File: config.mk
export PLATFORM = sky130hd
export DESIGN_NAME = dca_matrix_mlsu_inst_dispatcher_flat
export DESIGN_NICKNAME = d
export VERILOG_FILES = /design/src/rtl/dca_matrix_mlsu_inst_dispatcher_if.sv /design/src/rtl/dca_matrix_mlsu_inst_dispatcher.sv /design/src/flat_wrapper.sv
export SDC_FILE = /design/constraint.sdc
export NUM_CORES = 1
export LEC_CHECK = 0
export CORE_AREA = 4 4 124 126
export DETAILED_ROUTE_END_ITERATION = 8
export DIE_AREA = 0 0 128 130
export DONT_BUFFER_PORTS = 1
export GPL_ROUTABILITY_DRIVEN = 0
export HOLD_SLACK_MARGIN = 0.08
export PLACE_DENSITY = 0.65
export SLEW_MARGIN = 0
export SYNTH_ARGS = -nofsm -noshare
export SYNTH_HDL_FRONTEND = slang
export SYNTH_SLANG_ARGS = --single-unit
File: constraint.sdc
create_clock -name clk -period 7.2 [get_ports clk]
set_input_delay 0.72 -clock clk [delete_from_list [all_inputs] [get_ports clk]]
set_output_delay 0.72 -clock clk [all_outputs]
set_load 0.02 [all_outputs]
File: src/rtl/dca_matrix_mlsu_inst_dispatcher_if.sv
// Control/MLSU bundle of the MLSU instruction dispatcher.
// slave = dispatcher view, master = surrounding MMIOX/MLSU view.
interface dca_matrix_mlsu_inst_dispatcher_if #(
  parameter int NUM_MLSU    = 3,
  parameter int BW_LSU_INST = 64,
  parameter int BW_LOG      = 32
);
  localparam int BW_INST   = 1 + NUM_MLSU + BW_LSU_INST;
  localparam int BW_STATUS = NUM_MLSU + 4;

  logic                            core_enable;
  logic [BW_STATUS-1:0]            core_status;
  logic                            clear_request;
  logic                            clear_finish;
  logic                            inst_fifo_rready;
  logic [BW_INST-1:0]              inst_fifo_rdata;
  logic                            inst_fifo_rrequest;
  logic                            operation_finish;
  logic                            log_fifo_wready;
  logic                            log_fifo_wrequest;
  logic [BW_LOG-1:0]               log_fifo_wdata;
  logic [NUM_MLSU-1:0]             mlsu_sinst_wvalid;
  logic [NUM_MLSU*BW_LSU_INST-1:0] mlsu_sinst_wdata;
  logic [NUM_MLSU-1:0]             mlsu_sinst_wready;
  logic [NUM_MLSU-1:0]             mlsu_sinst_execute_finish;
  logic [NUM_MLSU-1:0]             mlsu_sinst_busy;

  modport slave (
    input  core_enable, clear_request, inst_fifo_rready, inst_fifo_rdata, log_fifo_wready,
           mlsu_sinst_wready, mlsu_sinst_execute_finish, mlsu_sinst_busy,
    output core_status, clear_finish, inst_fifo_rrequest, operation_finish,
           log_fifo_wrequest, log_fifo_wdata, mlsu_sinst_wvalid, mlsu_sinst_wdata
  );

  modport master (
    output core_enable, clear_request, inst_fifo_rready, inst_fifo_rdata, log_fifo_wready,
           mlsu_sinst_wready, mlsu_sinst_execute_finish, mlsu_sinst_busy,
    input  core_status, clear_finish, inst_fifo_rrequest, operation_finish,
           log_fifo_wrequest, log_fifo_wdata, mlsu_sinst_wvalid, mlsu_sinst_wdata
  );
endinterface

File: src/rtl/dca_matrix_mlsu_inst_dispatcher.sv
// MMIOX inst FIFO -> NUM_MLSU matrix LSU multicast dispatcher with per-channel
// outstanding tracking, barrier/log sequencing and clear handling.
module dca_matrix_mlsu_inst_dispatcher_chan #(
  parameter int MAX_OUTSTANDING = 4
) (
  input  logic clk,
  input  logic rstp,
  input  logic req_i,
  input  logic wready_i,
  input  logic finish_i,
  input  logic busy_i,
  output logic wvalid_o,
  output logic accept_o,
  output logic active_o,
  output logic err_o
);
  localparam int            CW      = $clog2(MAX_OUTSTANDING + 1);
  localparam logic [CW-1:0] CNT_MAX = CW'(MAX_OUTSTANDING);

  logic [CW-1:0] cnt_q, cnt_d;
  logic          raised_q, raised_d;
  logic          dec;

  // raised_q keeps a presented inst on the bus until taken, whatever the FSM does
  always_comb begin
    wvalid_o = raised_q | (req_i & (cnt_q < CNT_MAX));
    accept_o = wvalid_o & wready_i;
    err_o    = finish_i & (cnt_q == '0);
    dec      = finish_i & ~err_o;
    active_o = (cnt_q != '0) | busy_i;
    raised_d = wvalid_o & ~wready_i;
    cnt_d    = cnt_q;
    if (accept_o && !dec)      cnt_d = cnt_q + CW'(1);
    else if (!accept_o && dec) cnt_d = cnt_q - CW'(1);
  end

  always_ff @(posedge clk or posedge rstp) begin
    if (rstp) begin
      cnt_q    <= '0;
      raised_q <= 1'b0;
    end else begin
      cnt_q    <= cnt_d;
      raised_q <= raised_d;
    end
  end
endmodule

module dca_matrix_mlsu_inst_dispatcher #(
  parameter int NUM_MLSU        = 3,
  parameter int BW_LSU_INST     = 64,
  parameter int MAX_OUTSTANDING = 4,
  parameter int BW_LOG          = 32
) (
  input  logic                              clk,
  input  logic                              rstp,
  dca_matrix_mlsu_inst_dispatcher_if.slave  ctl_io
);
  localparam int BW_INST = 1 + NUM_MLSU + BW_LSU_INST;

  typedef enum logic [2:0] {
    S_IDLE    = 3'd0,
    S_ISSUE   = 3'd1,
    S_BARRIER = 3'd2,
    S_LOG     = 3'd3,
    S_CLEAR   = 3'd4
  } state_e;

  state_e                 state_q, state_d;
  logic [BW_LSU_INST-1:0] payload_q, payload_d;
  logic [NUM_MLSU-1:0]    pending_q, pending_d;
  logic [BW_LOG-1:0]      seq_q, seq_d;
  logic                   err_q, err_d;
  logic                   clr_blk_q, clr_blk_d;

  logic [NUM_MLSU-1:0] issue_req, wvalid, accept, active, err_v;
  logic                clr_go, pop, log_push, clr_fin;

  assign issue_req = {NUM_MLSU{state_q == S_ISSUE}} & pending_q;

  for (genvar i = 0; i < NUM_MLSU; i++) begin : g_chan
    dca_matrix_mlsu_inst_dispatcher_chan #(
      .MAX_OUTSTANDING(MAX_OUTSTANDING)
    ) u_chan (
      .clk      (clk),
      .rstp     (rstp),
      .req_i    (issue_req[i]),
      .wready_i (ctl_io.mlsu_sinst_wready[i]),
      .finish_i (ctl_io.mlsu_sinst_execute_finish[i]),
      .busy_i   (ctl_io.mlsu_sinst_busy[i]),
      .wvalid_o (wvalid[i]),
      .accept_o (accept[i]),
      .active_o (active[i]),
      .err_o    (err_v[i])
    );
  end

  // clr_blk_q masks a request still held after a clear, so a new clear needs a fresh rising level
  assign clr_go = ctl_io.clear_request & ~clr_blk_q & (state_q != S_CLEAR);

  always_comb begin
    state_d   = state_q;
    payload_d = payload_q;
    pending_d = pending_q;
    seq_d     = seq_q;
    err_d     = err_q | (|err_v);
    clr_blk_d = clr_blk_q & ctl_io.clear_request;
    pop       = 1'b0;
    log_push  = 1'b0;
    clr_fin   = 1'b0;
    unique case (state_q)
      S_IDLE: begin
        pop = ctl_io.inst_fifo_rready & ctl_io.core_enable & ~ctl_io.clear_request;
        if (pop) begin
          payload_d = ctl_io.inst_fifo_rdata[BW_LSU_INST-1:0];
          if (ctl_io.inst_fifo_rdata[BW_INST-1]) begin
            state_d = S_BARRIER;
          end else begin
            state_d   = S_ISSUE;
            pending_d = ctl_io.inst_fifo_rdata[BW_LSU_INST +: NUM_MLSU];
          end
        end
      end
      S_ISSUE: begin
        pending_d = pending_q & ~accept;
        if (pending_d == '0) state_d = S_IDLE;
      end
      S_BARRIER: begin
        if (active == '0) state_d = S_LOG;
      end
      S_LOG: begin
        log_push = ctl_io.log_fifo_wready & ~clr_go;
        if (log_push) begin
          seq_d   = seq_q + BW_LOG'(1);
          state_d = S_IDLE;
        end
      end
      S_CLEAR: begin
        if (wvalid == '0 && active == '0) begin
          clr_fin   = 1'b1;
          seq_d     = '0;
          err_d     = 1'b0;
          pending_d = '0;
          clr_blk_d = ctl_io.clear_request;
          state_d   = S_IDLE;
        end
      end
      default: state_d = S_IDLE;
    endcase
    // not-yet-raised channels are dropped; raised ones stay held inside the channel
    if (clr_go) begin
      state_d   = S_CLEAR;
      pending_d = '0;
    end
  end

  always_ff @(posedge clk or posedge rstp) begin
    if (rstp) begin
      state_q   <= S_IDLE;
      payload_q <= '0;
      pending_q <= '0;
      seq_q     <= '0;
      err_q     <= 1'b0;
      clr_blk_q <= 1'b0;
    end else begin
      state_q   <= state_d;
      payload_q <= payload_d;
      pending_q <= pending_d;
      seq_q     <= seq_d;
      err_q     <= err_d;
      clr_blk_q <= clr_blk_d;
    end
  end

  assign ctl_io.core_status        = {err_q, state_q, active};
  assign ctl_io.clear_finish       = clr_fin;
  assign ctl_io.inst_fifo_rrequest = pop;
  assign ctl_io.operation_finish   = log_push;
  assign ctl_io.log_fifo_wrequest  = log_push;
  assign ctl_io.log_fifo_wdata     = seq_q;
  assign ctl_io.mlsu_sinst_wvalid  = wvalid;
  assign ctl_io.mlsu_sinst_wdata   = {NUM_MLSU{payload_q}};
endmodule

File: src/flat_wrapper.sv
// flat-port wrapper written by rule: the top's interface ports become plain ports
module dca_matrix_mlsu_inst_dispatcher_flat 
#(
  parameter int NUM_MLSU        = 3,
  parameter int BW_LSU_INST     = 64,
  parameter int MAX_OUTSTANDING = 4,
  parameter int BW_LOG          = 32
)
  (clk, rstp, ctl_io_core_enable, ctl_io_clear_request, ctl_io_inst_fifo_rready, ctl_io_inst_fifo_rdata, ctl_io_log_fifo_wready, ctl_io_mlsu_sinst_wready, ctl_io_mlsu_sinst_execute_finish, ctl_io_mlsu_sinst_busy, ctl_io_core_status, ctl_io_clear_finish, ctl_io_inst_fifo_rrequest, ctl_io_operation_finish, ctl_io_log_fifo_wrequest, ctl_io_log_fifo_wdata, ctl_io_mlsu_sinst_wvalid, ctl_io_mlsu_sinst_wdata);
  dca_matrix_mlsu_inst_dispatcher_if #(.NUM_MLSU(NUM_MLSU), .BW_LSU_INST(BW_LSU_INST), .BW_LOG(BW_LOG)) ctl_io_i ();
  input  logic clk;
  input  logic rstp;
  input wire logic [$bits(ctl_io_i.core_enable)-1:0] ctl_io_core_enable;
  input wire logic [$bits(ctl_io_i.clear_request)-1:0] ctl_io_clear_request;
  input wire logic [$bits(ctl_io_i.inst_fifo_rready)-1:0] ctl_io_inst_fifo_rready;
  input wire logic [$bits(ctl_io_i.inst_fifo_rdata)-1:0] ctl_io_inst_fifo_rdata;
  input wire logic [$bits(ctl_io_i.log_fifo_wready)-1:0] ctl_io_log_fifo_wready;
  input wire logic [$bits(ctl_io_i.mlsu_sinst_wready)-1:0] ctl_io_mlsu_sinst_wready;
  input wire logic [$bits(ctl_io_i.mlsu_sinst_execute_finish)-1:0] ctl_io_mlsu_sinst_execute_finish;
  input wire logic [$bits(ctl_io_i.mlsu_sinst_busy)-1:0] ctl_io_mlsu_sinst_busy;
  output wire logic [$bits(ctl_io_i.core_status)-1:0] ctl_io_core_status;
  output wire logic [$bits(ctl_io_i.clear_finish)-1:0] ctl_io_clear_finish;
  output wire logic [$bits(ctl_io_i.inst_fifo_rrequest)-1:0] ctl_io_inst_fifo_rrequest;
  output wire logic [$bits(ctl_io_i.operation_finish)-1:0] ctl_io_operation_finish;
  output wire logic [$bits(ctl_io_i.log_fifo_wrequest)-1:0] ctl_io_log_fifo_wrequest;
  output wire logic [$bits(ctl_io_i.log_fifo_wdata)-1:0] ctl_io_log_fifo_wdata;
  output wire logic [$bits(ctl_io_i.mlsu_sinst_wvalid)-1:0] ctl_io_mlsu_sinst_wvalid;
  output wire logic [$bits(ctl_io_i.mlsu_sinst_wdata)-1:0] ctl_io_mlsu_sinst_wdata;
  assign ctl_io_i.core_enable = ctl_io_core_enable;
  assign ctl_io_i.clear_request = ctl_io_clear_request;
  assign ctl_io_i.inst_fifo_rready = ctl_io_inst_fifo_rready;
  assign ctl_io_i.inst_fifo_rdata = ctl_io_inst_fifo_rdata;
  assign ctl_io_i.log_fifo_wready = ctl_io_log_fifo_wready;
  assign ctl_io_i.mlsu_sinst_wready = ctl_io_mlsu_sinst_wready;
  assign ctl_io_i.mlsu_sinst_execute_finish = ctl_io_mlsu_sinst_execute_finish;
  assign ctl_io_i.mlsu_sinst_busy = ctl_io_mlsu_sinst_busy;
  assign ctl_io_core_status = ctl_io_i.core_status;
  assign ctl_io_clear_finish = ctl_io_i.clear_finish;
  assign ctl_io_inst_fifo_rrequest = ctl_io_i.inst_fifo_rrequest;
  assign ctl_io_operation_finish = ctl_io_i.operation_finish;
  assign ctl_io_log_fifo_wrequest = ctl_io_i.log_fifo_wrequest;
  assign ctl_io_log_fifo_wdata = ctl_io_i.log_fifo_wdata;
  assign ctl_io_mlsu_sinst_wvalid = ctl_io_i.mlsu_sinst_wvalid;
  assign ctl_io_mlsu_sinst_wdata = ctl_io_i.mlsu_sinst_wdata;
  dca_matrix_mlsu_inst_dispatcher #(.NUM_MLSU(NUM_MLSU), .BW_LSU_INST(BW_LSU_INST), .MAX_OUTSTANDING(MAX_OUTSTANDING), .BW_LOG(BW_LOG)) u_core (.clk(clk), .rstp(rstp), .ctl_io(ctl_io_i));
endmodule
==> impl_metrics.ini, run 1 <==
[critical_path]
crit_fanout = 32
crit_end = ctl_io_clear_finish
cp.arrival_ps = 2890
rrSetupSlack_ps = 4370
worst_setup_path_end_kind = output pin
crit_start = u_core.g_chan[2].u_chan.cnt_q[0]
cp-start-kind = register
max_stage_delay_ps = 700
cp.depth = 4
reg2reg_to = u_core.pending_q[1]
crit_path_cell_trace = or4_1 -> nor3_1 -> nand2_1 -> inv_2
reg2reg_from = u_core.g_chan[2].u_chan.cnt_q[0]
critPathTopFamily = simple AND/OR/NAND/NOR gates
r2r_cells = 6
critPathRequiredTime_ps = 6480
cp_num_buf_inv = 1
critical-path-slowest-cell = or4_1
critical_path_class = register to output pin

[timing]
maxSlewHeadroom = 0.4451
fin_ws_ps = 3588
fin_skew_ps = 8.131
tightest_slew_ps = 832.3
period_share = 0.5017
fin_crit_ps = 3612
clock.fmax_ghz = 0.2768
drv_slew = 0
hold_viol_final = 0
rsz0062_at_grt = no
setup_viol = 0
fin_setup_tns_ps = 0

[synthesis]
ys_async_sr_fraction = 1.000
synthFlopType = dfrtp_1
synth_largest_area_cell = dfrtp_1
synthesis.area_um2 = 6259
yosysTopAreaCellShare = 0.4638
synth_edf_count = 0
postSynthCellCount = 573
yosys_warnings = 0
synth_seq_area_share = 0.4638
ys_types = 46
avgSynthCellArea_um2 = 10.92
synth.net_count = 663
synth.area.top_cells = dfrtp_1 46%, buf_4 16%, mux2_2 12%
ys_seq_elements = 116

[floorplanning]
core-area_um2 = 14310
dieWidth_um = 128
pin_count = 321
die_h_um = 130
dieArea_um2 = 16640
rows = 44
start_util = 0.4372

[power]
ir_drop_v = 0.0001521
power.leakage_nw = 2.831
powerDensity_nw_per_um2 = 298.4

[routing]
vias = 3667
dr.pass1.iters = 4
drc_errors = 0
antenna_left = 0
routed_wl_um = 14330
viasPerCell = 5.748
drtIter0Drc = 131
routedWlPerCell_um = 22.45

[min_path]
hold_class = input port to asynchronous set/reset pin

[placement]
place.port_buffers = 0
placed_area_um2 = 5408
hpwl_um = 10740
pre_cts_ws_ps = 3808

[clocking]
cts_root_buffer = clkbuf_16
cts.sinks = 116
post-cts-setup-buffers = 0
cts_tree = yes
cts_resized = 0
cts_htree_levels = 4
tritoncts.num_buffers = 17
clk_pin_slew_ps = 60
ctsHoldBuffers = 0
clock_latency_ps = 420
cts_max_path_buffers = 2

[layout]
final_cell_area_um2 = 5967
fillers = 1326
nets = 531
drive_gt1_frac = 0.2467
syn_to_final_growth_pct = -4.658
num_antenna_cells = 0

[grt]
grt_antenna_before_repair = 0
track_usage = 0.1661
grt-ovfl-total = 0
grt_max_degree = 65
grt_pass1_wl_um = 21040
grt_pass1_vias = 3603

[outcome]
status = finished clean

[flow_run]
cap_violations = 0
[layer usage]
layer	GRT usage	part of all wire
met2	0.2720	0.51
met5	0	0
met3	0.08269	0.12
met4	0.06117	0.013
met1	0.1882	0.36
[cells by family (layout without fill, tap and decap cells)]
family / after synthesis / in the layout / share of synthesized area
and+or+nand+nor: 126 / 126 / 0.1136
AOI/OAI and AO/OA: 58 / 58 / 0.05798
DFF: 116 / 116 / 0.4638
adders and majority gates: 7 / 7 / 0.01759
muxes: 67 / 67 / 0.1206
buffers and inverters: 171 / 52 / 0.1873
xor gates and xnor gates: 28 / 28 / 0.03919
[layout make-up]
type,count,area (um2),share of cell area
timing repair buffer,3,22.52,0.003774
inverter,17,66.31,0.01111
multi-input combinational,286,2186,0.3663
sequential,116,2903,0.4865
tap,184,230.2,0.03858
clock inverter,15,133.9,0.02244
clock buffer,17,425.4,0.07129
[worst min path at each step]
stage / end / cells after the start
global placement: u_core.clr_blk_q / 1
floorplan: u_core.clr_blk_q / 1
CTS: u_core.payload_q[38] / 1
detailed placement: u_core.clr_blk_q / 1
global route: u_core.payload_q[44] / 1
finish: u_core.payload_q[38] / 1
[worst reg2reg max path: stages (launching register included)]
cell and delay (ps):
dfrtp_1 430, or4_1 700, nor3_1 390, nand2_1 350, inv_2 600, o31ai_1 180
nor2_1 120
[cell usage in the layout, fill, tap and decap left out, drive strengths merged, types with 7 or more instances in the layout]
cell type,instances
nand4,11
mux2,67
xnor2,8
nand3,16
and3,7
nand2b,7
nand2,13
xor2,20
clkbuf,17
o21ai,17
nor3,10
o31ai,7
inv,20
a21oi,17
nor2,34
dfrtp,116
[sequential cells by signal, indices dropped and copies added, names as in the netlist]
| register | flops |
|---|---|
| u_core.state_q | 3 |
| u_core.ctl_io.log_fifo_wdata | 32 |
| u_core.clr_blk_q | 1 |
| u_core.payload_q | 64 |
| u_core.err_q | 1 |
| u_core.g_chan.u_chan.cnt_q | 9 |
| u_core.g_chan.u_chan.raised_q | 3 |
| u_core.pending_q | 3 |
[power by group]
part           switching (mW)  internal, mW  total, mW
clock network           0.312         0.475      0.787
logic                  0.0727        0.0780      0.151
registers               0.141         0.702      0.843
total                   0.525          1.26       1.78
[Yosys cell counts (3+ instances only)]
| library cell | n |
|---|---|
| or3_1 | 4 |
| a21oi_1 | 16 |
| xor2_1 | 20 |
| xnor2_1 | 8 |
| nand2b_1 | 7 |
| o21ai_0 | 17 |
| nand3_1 | 15 |
| or4_1 | 4 |
| clkbuf_1 | 4 |
| nand4_1 | 11 |
| mux2_2 | 67 |
| buf_4 | 137 |
| and4_1 | 4 |
| ha_1 | 4 |
| nand2_1 | 13 |
| inv_1 | 16 |
| nor2_1 | 34 |
| o31ai_1 | 7 |
| nor2b_1 | 5 |
| o211ai_1 | 5 |
| fa_1 | 3 |
| dfrtp_1 | 116 |
| nor3_1 | 9 |
| and3_1 | 7 |
| buf_2 | 12 |
[metrics by stage]
stage	utilization	total power, mW	instances	hold slack [ps]
2_1_floorplan	-	1.007	573	477.5
3_3_place_gp	0.3778	0.9917	606	488.2
3_5_place_dp	0.3778	1.007	606	507.3
4_1_cts	0.4169	1.800	638	273.3
5_1_grt	0.4169	1.861	638	323.0
6_report	0.4169	1.781	638	259.9
Power figures use the tool's default switching activity.
==> run 2, diff against run 1 <==
--- a/config.mk
+++ b/config.mk
@@ -5,13 +5,13 @@
 export SDC_FILE = /design/constraint.sdc
 export NUM_CORES = 1
 export LEC_CHECK = 0
-export CORE_AREA = 4 4 124 126
+export CORE_AREA = 4 4 122 124
 export DETAILED_ROUTE_END_ITERATION = 8
-export DIE_AREA = 0 0 128 130
+export DIE_AREA = 0 0 126 128
 export DONT_BUFFER_PORTS = 1
 export GPL_ROUTABILITY_DRIVEN = 0
 export HOLD_SLACK_MARGIN = 0.08
-export PLACE_DENSITY = 0.65
+export PLACE_DENSITY = 0.69
 export SLEW_MARGIN = 0
 export SYNTH_ARGS = -nofsm -noshare
 export SYNTH_HDL_FRONTEND = slang
==> constraint.sdc (replaced) <==
create_clock -name clk -period 3.06 [get_ports clk]
set_input_delay 0.306 -clock clk [delete_from_list [all_inputs] [get_ports clk]]
set_output_delay 0.306 -clock clk [all_outputs]
set_load 0.02 [all_outputs]
==> impl_metrics.ini, run 2 (synthesized netlist as in run 1, its figures left out) <==
[outcome]
status = finished clean

[routing]
routedWlPerCell_um = 21.92
drtIter0Drc = 185
routed_wl_um = 15540
dr.pass1.iters = 4
vias = 3991
antenna_left = 0
viasPerCell = 5.629
drc_errors = 0

[timing]
rsz0062_at_grt = no
fin_crit_ps = 2722
fin_setup_tns_ps = 0
hold_viol_final = 0
tightest_slew_ps = 915.7
setup_viol = 0
fin_skew_ps = 7.232
drv_slew = 0
clock.fmax_ghz = 0.3674
period_share = 0.8895
maxSlewHeadroom = 0.3883

[critical_path]
max_stage_delay_ps = 740
crit_path_cell_trace = or3b_2 -> nor4_1 -> nand2_1 -> inv_2
crit_start = u_core.state_q[2]
worst_setup_path_end_kind = output pin
critPathRequiredTime_ps = 2750
cp.arrival_ps = 2420
cp-start-kind = register
critical-path-slowest-cell = dfrtp_1
crit_fanout = 17
reg2reg_from = u_core.state_q[0]
critical_path_class = register to output pin
r2r_cells = 9

[clocking]
post-cts-setup-buffers = 0
tritoncts.num_buffers = 17
ctsHoldBuffers = 69
cts_max_path_buffers = 2
cts_root_buffer = clkbuf_16
clk_pin_slew_ps = 50
clock_latency_ps = 400
cts.sinks = 116
cts_htree_levels = 4
cts_resized = 0
cts_tree = yes

[grt]
track_usage = 0.1883
grt-ovfl-total = 0
grt_pass1_wl_um = 23960
grt_pass1_vias = 4191
grt_antenna_before_repair = 0
grt_max_degree = 67

[flow_run]
cap_violations = 0

[min_path]
holdCritStartpoint = ctl_io_mlsu_sinst_execute_finish[2]
hold_class = input port to register
hold_path_depth = 2

[power]
ir_drop_v = 0.0006042
powerDensity_nw_per_um2 = 647.9
total_power_mw = 4.369
power.leakage_nw = 3.179

[floorplanning]
rows = 43
core-area_um2 = 13770
dieWidth_um = 126
die_h_um = 128
dieArea_um2 = 16130
start_util = 0.4544
pin_count = 321

[layout]
top_register = u_core.payload_q
layout_common_cells = 116 x dfrtp_1, 69 x dlygate4sd3_1, 67 x mux2_2
final_cell_area_um2 = 6743
nets = 606
final_common_cell = dfrtp_1
fin_util = 0.4896
drive_gt1_frac = 0.2174
syn_to_final_growth_pct = 7.737
num_antenna_cells = 0
largest_reg_flops = 64

[placement]
place.port_buffers = 0
hpwl_um = 10920
placed_area_um2 = 5461
## run 2: where the power goes
group	leakage [nW]	switching, mW	internal, mW
clock	0.286	0.662	1.28
combinational	1.33	0.190	0.244
sequential	1.56	0.339	1.65
## run 2: area by class of cell
class / count / area (um2)
fillers: 1220 / 7030
multi-input cells: 286 / 2186
inverters: 17 / 67.56
clock inverters: 8 / 98.84
well taps: 180 / 225.2
repair buffers: 78 / 770.7
clock buffers: 24 / 491.7
flip-flops and latches: 116 / 2903
## run 2: through the flow
stage	instances	setup WS (ps)	hold WS (ps)
after floorplan	573	725.9	372.4
after global routing	709	169.0	147.1
final	709	338.1	131.3
after detailed placement	608	507.0	375.1
after CTS	709	330.8	119.0
after global placement	608	642.1	373.2
## run 2: metal layers
layer  track usage  routed length, um
met1        0.2103               5808
met2        0.3196               7800
met3       0.08792               1686
met4       0.06246                244
met5             0                  0
## run 2: path summary, 6_finish.rpt
kind	endpoint	slack [ps]
setup / recovery	ctl_io_clear_finish	340
hold / removal	u_core.err_q	130
setup reg to reg	u_core.g_chan[2].u_chan.cnt_q[2]	430
hold reg to reg	u_core.clr_blk_q	530
max in group asynchronous	u_core.ctl_io.log_fifo_wdata[5]	1660
min in group asynchronous	u_core.payload_q[32]	580
## run 2: critical path: cells and delay by family, from the launching register on
kind	cells	cell delay, ps
AND/OR/NAND/NOR	3	920
flip-flops	1	740
buffers and inverters	1	340
